[src/rtl/uart_tx_fifo.sv]
// Byte FIFO and launch sequencer feeding uart_tx: buffers producer bytes and issues one
// start pulse per byte, pacing on the transmitter's busy flag and flagging a missing busy.
module uart_tx_fifo #(
  parameter int DEPTH       = 16,
  parameter int ARM_TIMEOUT = 4
) (
  input  logic                     clk,
  input  logic                     rst,
  input  logic [7:0]               i_data,
  input  logic                     i_valid,
  output logic                     o_ready,
  input  logic                     i_flush,
  output logic [7:0]               o_tx_data,
  output logic                     o_tx_start,
  input  logic                     i_tx_busy,
  output logic [$clog2(DEPTH):0]   o_count,
  output logic                     o_empty,
  output logic                     o_err
);

  localparam int AW = $clog2(DEPTH);
  localparam int CW = AW + 1;
  localparam int TW = $clog2(ARM_TIMEOUT + 1);

  typedef enum logic [1:0] {
    S_IDLE = 2'd0,
    S_ARM  = 2'd1,
    S_SEND = 2'd2
  } state_e;

  state_e          state_q, state_d;
  logic [AW-1:0]   wr_ptr_q, wr_ptr_d;
  logic [AW-1:0]   rd_ptr_q, rd_ptr_d;
  logic [CW-1:0]   count_q, count_d;
  logic [TW-1:0]   timer_q, timer_d;
  logic [7:0]      tx_data_q, tx_data_d;
  logic            tx_start_q, tx_start_d;
  logic            err_q, err_d;
  logic            err_set_s;
  logic            wr_en_s;
  logic            launch_s;
  logic [7:0]      mem_q [DEPTH];

  // Ready looks only at the registered count, so a same-cycle pop never frees a full FIFO.
  assign o_ready    = !rst && (count_q != CW'(DEPTH)) && !i_flush;
  assign o_empty    = (count_q == CW'(0));
  assign o_count    = count_q;
  assign o_tx_data  = tx_data_q;
  assign o_tx_start = tx_start_q;
  assign o_err      = err_q;

  assign wr_en_s  = i_valid && o_ready;
  assign launch_s = (state_q == S_IDLE) && (count_q != CW'(0)) && !i_tx_busy && !i_flush;

  // FIFO pointer and occupancy update; flush overrides any write or launch.
  always_comb begin
    wr_ptr_d = wr_ptr_q;
    rd_ptr_d = rd_ptr_q;
    count_d  = count_q;
    if (i_flush) begin
      wr_ptr_d = AW'(0);
      rd_ptr_d = AW'(0);
      count_d  = CW'(0);
    end else begin
      wr_ptr_d = wr_en_s  ? (wr_ptr_q + AW'(1)) : wr_ptr_q;
      rd_ptr_d = launch_s ? (rd_ptr_q + AW'(1)) : rd_ptr_q;
      case ({wr_en_s, launch_s})
        2'b10:   count_d = count_q + CW'(1);
        2'b01:   count_d = count_q - CW'(1);
        default: count_d = count_q;
      endcase
    end
  end

  // Launch sequencer; ARM/SEND keep running through a flush so the in-flight byte finishes.
  always_comb begin
    state_d    = state_q;
    timer_d    = timer_q;
    tx_data_d  = tx_data_q;
    tx_start_d = 1'b0;
    err_set_s  = 1'b0;
    case (state_q)
      S_IDLE: begin
        if (launch_s) begin
          tx_data_d  = mem_q[rd_ptr_q];
          tx_start_d = 1'b1;
          timer_d    = TW'(0);
          state_d    = S_ARM;
        end else begin
          state_d    = S_IDLE;
        end
      end
      S_ARM: begin
        if (i_tx_busy) begin
          state_d = S_SEND;
        end else if (timer_q == TW'(ARM_TIMEOUT - 1)) begin
          err_set_s = 1'b1;
          state_d   = S_IDLE;
        end else begin
          timer_d   = timer_q + TW'(1);
        end
      end
      S_SEND: begin
        if (!i_tx_busy) begin
          state_d = S_IDLE;
        end else begin
          state_d = S_SEND;
        end
      end
      default: state_d = S_IDLE;
    endcase
    err_d = i_flush ? 1'b0 : (err_set_s ? 1'b1 : err_q);
  end

  // Control and output registers.
  always_ff @(posedge clk or posedge rst) begin
    if (rst) begin
      state_q    <= S_IDLE;
      wr_ptr_q   <= AW'(0);
      rd_ptr_q   <= AW'(0);
      count_q    <= CW'(0);
      timer_q    <= TW'(0);
      tx_data_q  <= 8'h00;
      tx_start_q <= 1'b0;
      err_q      <= 1'b0;
    end else begin
      state_q    <= state_d;
      wr_ptr_q   <= wr_ptr_d;
      rd_ptr_q   <= rd_ptr_d;
      count_q    <= count_d;
      timer_q    <= timer_d;
      tx_data_q  <= tx_data_d;
      tx_start_q <= tx_start_d;
      err_q      <= err_d;
    end
  end

  // Storage array; contents are don't-care until counted, so it carries no reset.
  always_ff @(posedge clk) begin
    if (wr_en_s) begin
      mem_q[wr_ptr_q] <= i_data;
    end
  end

endmodule

[config.mk]
export PLATFORM = sky130hd
export DESIGN_NAME = uart_tx_fifo
export DESIGN_NICKNAME = d
export VERILOG_FILES = /design/src/rtl/uart_tx_fifo.sv
export SDC_FILE = /design/constraint.sdc
export NUM_CORES = 1
export LEC_CHECK = 0
export ABC_AREA = 1
export CORE_MARGIN = 2
export CORE_UTILIZATION = 35
export DETAILED_ROUTE_END_ITERATION = 12
export PLACE_DENSITY = 0.56
export SLEW_MARGIN = 0
export SYNTH_ARGS = -nofsm -noshare
export SYNTH_HDL_FRONTEND = slang
export SYNTH_SLANG_ARGS = --single-unit
export TNS_END_PERCENT = 30
[constraint.sdc]
create_clock -name clk -period 3.2 [get_ports clk]
set_input_delay 0.64 -clock clk [delete_from_list [all_inputs] [get_ports clk]]
set_output_delay 0.64 -clock clk [all_outputs]
set_load 0.01 [all_outputs]
Word level (Yosys, flattened, before mapping)
Memories as Yosys holds them, arrays and structs flattened. A register that Yosys moved wholly into a read port is not among the register bits. Index checks and enable logic that the tools add are counted.

Add/sub/neg operators: 5. Equal/unequal tests: 10. Muxes and demuxes: 24. Reductions and logical operators: 19.

Operator list (number): 2-to-1 mux 4 bit (4); 2-to-1 mux 1 bit (10); one-hot mux 5 bit (2 select lines) (1); 2-to-1 mux 3 bit (3); adder 4 x 1 -> 4 bit (second input constant) (2); nonzero test 2 bit (4); logical AND 1 bit (6); 2-to-1 mux 2 bit (3); != test 2 bit (second input constant) (3); one-hot mux 2 bit (3 select lines) (1); one-hot mux 3 bit (2 select lines) (1); adder 5 x 1 -> 5 bit (second input constant) (1); logical NOT 5 bit (1); 2-to-1 mux 5 bit (1); != test 5 bit (second input constant) (1); nonzero test 5 bit (1); subtractor 5 x 1 -> 5 bit (second input constant) (1); equality test 2 x 1 -> 1 bit (second input constant) (2); equality test 2 bit (second input constant) (2); AND reduction 4 bit (1); adder 3 x 1 -> 3 bit (second input constant) (1); equality test 3 x 2 -> 1 bit (second input constant) (1); logical NOT 1 bit (3); != test 3 bit (second input constant) (1); other kinds (3) (3).

Bits in registers: 20. Memory bits (writable): 128. Input port bits: 13. Output and inout bits: 17. Word-level logic and storage cells: 66. Memories: 1.

Memories: mem_q (depth 16, width 8, rd ports 1, clocked after memory_dff 1, write ports 1, RTL line 42) `logic [7:0] mem_q [DEPTH];`.

Logic depth before layout (Yosys ltp)
Gate-level depths: netlist (run 1).

Depth in word-level cells: 7. Depth in mapped cells: 17. Depth with buffers taken out: 17.

Worst setup path after synthesis (run 1)
No wires, ideal clock.

Path kind: in2reg. Start point: input i_tx_busy. End point: register count_q[4], in the netlist o_count[4]. Library setup time: 0.116 ns. Arrival: 2.033 ns. Data required time: 3.084 ns. Setup slack: 1.050 ns. Stages: 12. Path buffers: 0. Cell sequence: nor2_1 -> nand3_2 -> inv_2 -> nand2_2 -> fa_1 -> nand3b_1 -> nand3_1 -> nand2_1 -> nand2_1 -> nand2_1 -> nand2_1 -> nand2_1.

Word-level cells in the longest chain between the ends: 6. Elaborated cells on any way between the ends: 8. Those cells by class: 2 x eq/ne; 2 x mux; 4 x reduce/logical.

RTL lines: start, declared (RTL line 15) `input logic i_tx_busy,`; logical NOT 1 bit *; logical AND 1 bit * (2 in a row) (RTL line 53) `assign launch_s = (state_q == S_IDLE) && (count_q != CW'(0)) && !i_tx_busy && !i_flush;`; equality test 2 x 1 -> 1 bit / equality test 2 bit (equally long branches) (RTL line 67) `case ({wr_en_s, launch_s})`; one-hot mux 5 bit (2 select lines) (RTL line 67); 2-to-1 mux 5 bit (RTL line 60) `if (i_flush) begin`; end signal, assigned (RTL line 130) `count_q <= count_d;`; end, declared (RTL line 34) `logic [CW-1:0] count_q, count_d;`.

Every way passes the cells marked *; elsewhere a longest branch is shown, timed or not. A chain may end at the register's enable or synchronous reset.

Worst setup path after layout (run 1)
Start point: input i_flush. End point: output o_ready.

Word-level cells in the longest chain between the ends: 2.

RTL lines: start, declared (RTL line 12) `input logic i_flush,`; logical NOT 1 bit (RTL line 45) `assign o_ready = !rst && (count_q != CW'(DEPTH)) && !i_flush;`; logical AND 1 bit (RTL line 45); end, declared (RTL line 11) `output logic o_ready,`.

Every way passes these cells.

==> flow_summary.json, run 1 <==
{
  "num_rows": 50,
  "synth_area_per_cell_um2": 11.0,
  "grt_pass1_wl_um": 25100,
  "synthAdderAreaFrac_pct": 2.74,
  "vias": 4453,
  "synth_top_family_by_area": "simple AND/OR/NAND/NOR gates",
  "cts_hold_buf": 0,
  "ir_drop_uv": 400,
  "die_area_um2": 20200,
  "fp.dieW_um": 142,
  "antenna_found_initial": 0,
  "maxSlewHeadroom_pct": 33.2,
  "cp.arrival_ns": 2.09,
  "slew_violations": 0,
  "cts_root_buf": "clkbuf_16",
  "grt_pass1_vias": 4573,
  "ctsHtreeMaxLevel": 4,
  "numPortBuffers": 29,
  "status": "completed",
  "timing.setup.tns_ns": 0,
  "yosys.area_share.simple_pct": 18.1,
  "nNetsFinal": 675,
  "post-route-util_pct": 42.0,
  "grt-ovfl-total": 0,
  "max_freq_mhz": 366,
  "postCtsResizedCells": 0,
  "wl_um": 15900,
  "critical_path.most_common_cell": "clkdlybuf4s50_1",
  "start_util_pct": 35.7,
  "synth_edf_count": 128,
  "cpPeakStageDelay_ns": 0.56,
  "async_flop_share_pct": 17.9,
  "cts_setup_buffers": 0,
  "netlist_instances": 606,
  "synth_flop_cell": "edfxtp_1",
  "fin_area_um2": 7850,
  "fin_worst_skew_ns": 0.00724,
  "synth_nets": 633,
  "hp-class": "reg -> reg",
  "synthMuxAreaShare_pct": 0,
  "gp_congestion": 0.774,
  "drive_gt1_share_pct": 9.23,
  "cts_made_buffers": 17,
  "ys_seq_area_share_pct": 68.1,
  "clock_path_buffers": 2,
  "path_clk_slew_ns": 0.06,
  "vias_per_cell": 4.98,
  "clock-sinks": 156,
  "drtPass1Iterations": 5,
  "rsz0062_at_grt": "false",
  "drc": 0,
  "cp_top_family": "buffers and inverters",
  "core_um2": 18700,
  "maxCapViolations": 0,
  "dp_hpwl_um": 9850,
  "required_ns": 2.56,
  "fin_crit_sh_pct": 85.3,
  "critPathCaptureType": "output port",
  "crit_slowest_cell": "clkdlybuf4s50_1",
  "routedWlPerCell_um": 17.7,
  "startpoint_type": "input pin",
  "dr.first_iter.drc_count": 375,
  "worstPathMaxFanout": 6,
  "synth_xor_area_share_pct": 0.394,
  "hold_violations": 0,
  "ys_seq_elements": 156,
  "place_area_um2": 7230,
  "grt_max_degree": 67,
  "pin_count": 30,
  "clk-insertion-delay-late_ns": 0.43,
  "setup_viol": 0,
  "cts_tree": "yes",
  "n_antenna_cell": 0,
  "synth_compound_area_share_pct": 6.49,
  "area_growth_pct": 17.7,
  "power-per-cell-area_nw_per_um2": 766,
  "tightest_slew_ns": 1.00,
  "netlist_area_um2": 6670,
  "yosys.cell_types.count": 29,
  "holdWs_ns": 0.494,
  "yosys_warnings": 0,
  "period_minus_slack_ns": 2.73,
  "worstSetupPathType": "in -> out",
  "cp_cell_sequence": "clkdlybuf4s50_1, nor2_1, nand2_1, inv_1, clkdlybuf4s50_1",
  "die_y_um": 142,
  "cp_num_buf_inv": 3,
  "ant_nets": 0,
  "p_leak_uw": 0.00295,
  "grt_usage_pct": 16.7
}
==> worst paths after layout <==
kind | startpoint | to | slack, ns | cells after the start
max | i_flush | o_ready | 0.47 | 5
min | o_tx_data[0]$_DFFE_PP0P_ | o_tx_data[0]$_DFFE_PP0P_ | 0.49 | 2
max reg2reg | state_q[1]$_DFFE_PP0P_ | o_count[4]$_DFFE_PP0P_ | 0.67 | 17
min reg2reg | o_tx_data[0]$_DFFE_PP0P_ | o_tx_data[0]$_DFFE_PP0P_ | 0.49 | 2
max in group asynchronous | rst | o_tx_data[1]$_DFFE_PP0P_ | 1.82 | 3
min in group asynchronous | rst | o_count[4]$_DFFE_PP0P_ | 0.75 | 2
==> synthesized netlist by cell type, types with 2 or more instances <==
cell / number / area, µm²
nor2_1: 154 / 578
edfxtp_1: 128 / 3840
nand2_1: 76 / 285
nand3_1: 58 / 290
o21ai_0: 52 / 260
dfrtp_1: 28 / 701
o21ai_1: 25 / 125
inv_1: 19 / 71.3
ha_1: 13 / 163
buf_2: 12 / 60.1
buf_6: 8 / 90.1
a21oi_1: 5 / 25.0
clkbuf_1: 4 / 15.0
inv_2: 4 / 15.0
buf_4: 2 / 15.0
clkinv_1: 2 / 7.51
nand2_2: 2 / 12.5
nand3b_1: 2 / 15.0
xnor2_1: 2 / 17.5
==> report_power, final <==
part | internal [µW] | total, µW | switching [µW]
clock | 1310 | 2120 | 815
combinational | 520 | 1510 | 986
sequential | 2310 | 2390 | 81.9
total | 4130 | 6020 | 1880
==> metal layers <==
layer / track usage (%) / wire length [µm] / vias to the layer above
met4: 7.00 / 364 / 0
li1: - / - / 2159
met5: 0 / 0 / -
met2: 28.4 / 7820 / 83
met1: 20.9 / 7040 / 2190
met3: 3.10 / 635 / 21
==> kinds of logic after synthesis <==
kind of cell	count (synthesis)
compound gates	85
xor+xnor	3
fa+ha+maj	14
buf+inv	52
flops	156
simple gates	296
==> metrics by stage <==
| step | worst slack (ns) | cells | power (µW) |
|---|---|---|---|
| 2_1_floorplan | 1.05 | 606 | 3480 |
| 3_3_place_gp | 0.275 | 863 | 3920 |
| 3_5_place_dp | 0.164 | 863 | 3950 |
| 4_1_cts | 0.480 | 895 | 6060 |
| 5_1_grt | 0.309 | 895 | 6340 |
| 6_report | 0.471 | 895 | 6020 |
==> placed cells by master (no fill, tap or decap), types with 2 or more instances in the layout <==
master           instances
a21oi_1                  5
clkbuf_16               17
inv_6                    2
edfxtp_1               128
clkinv_2                 2
o21ai_0                 52
nand2_1                 76
clkdlybuf4s50_1         29
inv_1                   19
clkinv_1                 3
clkinvlp_4               2
o21ai_1                 25
nand3_1                 58
buf_4                   21
ha_1                    13
nand3b_1                 2
xnor2_1                  2
bufinv_16                4
dfrtp_1                 27
nor2_1                 154
clkinv_4                 3
inv_2                    4
nand2_2                  2
==> sequential cells by signal, indices dropped and copies added (netlist names) <==
| register | flops |
|---|---|
| mem_q | 128 |
| o_count | 5 |
| o_err | 1 |
| o_tx_data | 8 |
| o_tx_start | 1 |
| rd_ptr_q | 4 |
| state_q | 2 |
| timer_q | 3 |
| wr_ptr_q | 4 |
==> area by class of cell <==
cell class,count,area (µm²)
fillers,1772,10900
flip-flops and latches,156,4550
multi-input cells,398,1850
repair buffers,50,448
clock buffers,18,429
well taps,234,293
clock inverters,14,193
inverters,25,93.8
==> worst register-to-register path, stage by stage, from the launching register on <==
cell and delay, ns:
dfrtp_1 0.39, inv_1 0.10, ha_1 0.19, inv_1 0.06, nor2_1 0.22, nand3_2 0.12, inv_2 0.18, nand2_2 0.13
inv_1 0.13, ha_1 0.28, a21oi_1 0.22, nand2_1 0.07, nand2_1 0.08, nand2_1 0.05, nand2_1 0.06, nand2_1 0.05
nand2_1 0.06, nand2_1 0.04
No activity file was read; power rests on OpenSTA's default activity.
==> run 2, diff against run 1 <==
--- a/config.mk
+++ b/config.mk
@@ -6,6 +6,7 @@
 export NUM_CORES = 1
 export LEC_CHECK = 0
 export ABC_AREA = 1
+export CAP_MARGIN = 5
 export CORE_MARGIN = 2
 export CORE_UTILIZATION = 35
 export DETAILED_ROUTE_END_ITERATION = 12
==> results of run 2 <==
The final DEF is identical to that of run 1; final timing and power are the same.
==> run 3, diff against run 2 <==
--- a/config.mk
+++ b/config.mk
@@ -10,7 +10,7 @@
 export CORE_MARGIN = 2
 export CORE_UTILIZATION = 35
 export DETAILED_ROUTE_END_ITERATION = 12
-export PLACE_DENSITY = 0.56
+export PLACE_DENSITY = 0.58
 export SLEW_MARGIN = 0
 export SYNTH_ARGS = -nofsm -noshare
 export SYNTH_HDL_FRONTEND = slang
==> constraint.sdc (replaced) <==
create_clock -name clk -period 2.4 [get_ports clk]
set_input_delay 0.48 -clock clk [delete_from_list [all_inputs] [get_ports clk]]
set_output_delay 0.48 -clock clk [all_outputs]
set_load 0.01 [all_outputs]
==> run 3 against run 2 <==
Against the previous run:
- critical path depth stayed put
- clock skew down 0.0018 ns
- non-clock buffer count grew 20
- critical endpoint unchanged
- largest cell class unchanged
- highest routed layer unchanged
==> flow_summary.json, run 3 (synthesized netlist as in run 1, its figures left out) <==
{
  "ir_drop_uv": 476,
  "nNetsFinal": 695,
  "clock-sinks": 156,
  "hp-class": "reg -> reg",
  "start_util_pct": 35.7,
  "fin_area_um2": 7950,
  "gp_congestion": 0.869,
  "slew_violations": 0,
  "multi_input_comb_area_um2": 1860,
  "dp_hpwl_um": 10000,
  "routedWlPerCell_um": 16.2,
  "layout.cells.non_filler": 914,
  "crit_start": "i_flush",
  "grt_pass1_vias": 4789,
  "ctsHtreeMaxLevel": 4,
  "holdWs_ns": 0.486,
  "hold_violations": 0,
  "cts_setup_buffers": 0,
  "maxSlewHeadroom_pct": 58.0,
  "fin_crit_sh_pct": 96.7,
  "crit_slowest_cell": "clkdlybuf4s50_1",
  "fin_worst_skew_ns": 0.00543,
  "drtPass1Iterations": 4,
  "core_um2": 18700,
  "area_growth_pct": 19.1,
  "fillers": 1711,
  "cpPeakStageDelay_ns": 0.54,
  "required_ns": 1.92,
  "top_register": "mem_q",
  "grt_usage_pct": 15.8,
  "startpoint_type": "input pin",
  "worstPathMaxFanout": 4,
  "grt_pass1_wl_um": 24100,
  "place_area_um2": 7380,
  "die_y_um": 142,
  "cp.arrival_ns": 1.84,
  "tightest_slew_ns": 0.629,
  "largest_reg_flops": 128,
  "drc": 0,
  "antenna_found_initial": 0,
  "timing.setup.tns_ns": 0,
  "grt-ovfl-total": 0,
  "cts_root_buf": "clkbuf_16",
  "clock_path_buffers": 2,
  "dpl.cell_count": 883,
  "maxCapViolations": 0,
  "ant_nets": 0,
  "power-per-cell-area_nw_per_um2": 983,
  "fp.dieW_um": 142,
  "wl_um": 14800,
  "vias": 4548,
  "min_from": "timer_q[1]$_DFFE_PP0P_",
  "grt_max_degree": 35,
  "cts_tree": "yes",
  "vias_per_cell": 4.98,
  "cp_num_buf_inv": 3,
  "die_area_um2": 20200,
  "max_freq_mhz": 431,
  "p_leak_uw": 0.00301,
  "clk-insertion-delay-late_ns": 0.41,
  "most-common-layout-cells": "nor2_1 (152), edfxtp_1 (128), nand2_1 (76), nand3_1 (57), o21ai_0 (52)",
  "critPathCaptureType": "output port",
  "n_antenna_cell": 0,
  "reg2reg_from": "state_q[1]$_DFFE_PP0P_",
  "final_common_cell": "nor2_1",
  "critical_path.most_common_cell": "clkdlybuf4s50_1",
  "worstSetupPathType": "in -> out",
  "cts_made_buffers": 17,
  "cts_hold_buf": 0,
  "regArea_um2": 4550,
  "pin_count": 30,
  "cp_cell_sequence": "clkdlybuf4s50_1, nor2_2, nand2_1, inv_1, clkdlybuf4s50_1",
  "drive_gt1_share_pct": 11.9,
  "setup_viol": 0,
  "cp_top_family": "buffers and inverters",
  "status": "completed",
  "period_minus_slack_ns": 2.32,
  "path_clk_slew_ns": 0.06,
  "dr.first_iter.drc_count": 405,
  "num_rows": 50,
  "numPortBuffers": 29
}
## run 3: routing by layer
metal	up-vias	track usage (%)	share of wire (%)
met1	2231	17.9	42
met4	0	7.16	2.9
li1	2196	-	-
met3	30	2.93	3.0
met2	91	28.9	52
met5	-	0	0
## run 3: final cells by class
class / instances / share of cell area (%)
clock buffer: 20 / 5.49
clock inverter: 11 / 1.51
inverter: 25 / 1.18
multi-input combinational: 398 / 23.4
sequential: 156 / 57.2
tap: 234 / 3.68
timing repair buffer: 70 / 7.53
## run 3: where the power goes
group	switching, µW	internal [µW]	leakage (µW)
combinational	1320	787	0.00123
clock	999	1520	0.000256
sequential	111	3080	0.00152
## run 3: final timing paths
| kind | to | slack [ns] | cells past startpoint |
|---|---|---|---|
| max | o_ready | 0.08 | 5 |
| min | timer_q[1]$_DFFE_PP0P_ | 0.49 | 2 |
| max reg2reg | o_count[4]$_DFFE_PP0P_ | 0.20 | 15 |
| min reg2reg | timer_q[1]$_DFFE_PP0P_ | 0.49 | 2 |
| max in group asynchronous | rd_ptr_q[0]$_DFFE_PP0P_ | 1.60 | 3 |
| min in group asynchronous | o_count[2]$_DFFE_PP0P_ | 0.50 | 3 |
## run 3: timing repair
item	CTS	global route
gates resized for setup	0	3
endpoints found under the hold margin	0	0
endpoints found under the setup margin	0	3
## run 3: worst register-to-register path, delay by kind of cell, from the launching register on
family | cells | cell delay, ns
buffers and inverters | 3 | 0.23
DFF | 1 | 0.38
and+or+nand+nor | 10 | 0.90
adders and majority gates | 2 | 0.57
## run 3: through the flow
step           setup WS, ns  power (µW)  utilization, %
2_1_floorplan         0.262        4650               -
3_3_place_gp        -0.0145        5280            39.5
3_5_place_dp         -0.117        5340            39.5
4_1_cts              0.0645        7860            42.4
5_1_grt            -0.00186        8290            42.5
6_report             0.0781        7810            42.5
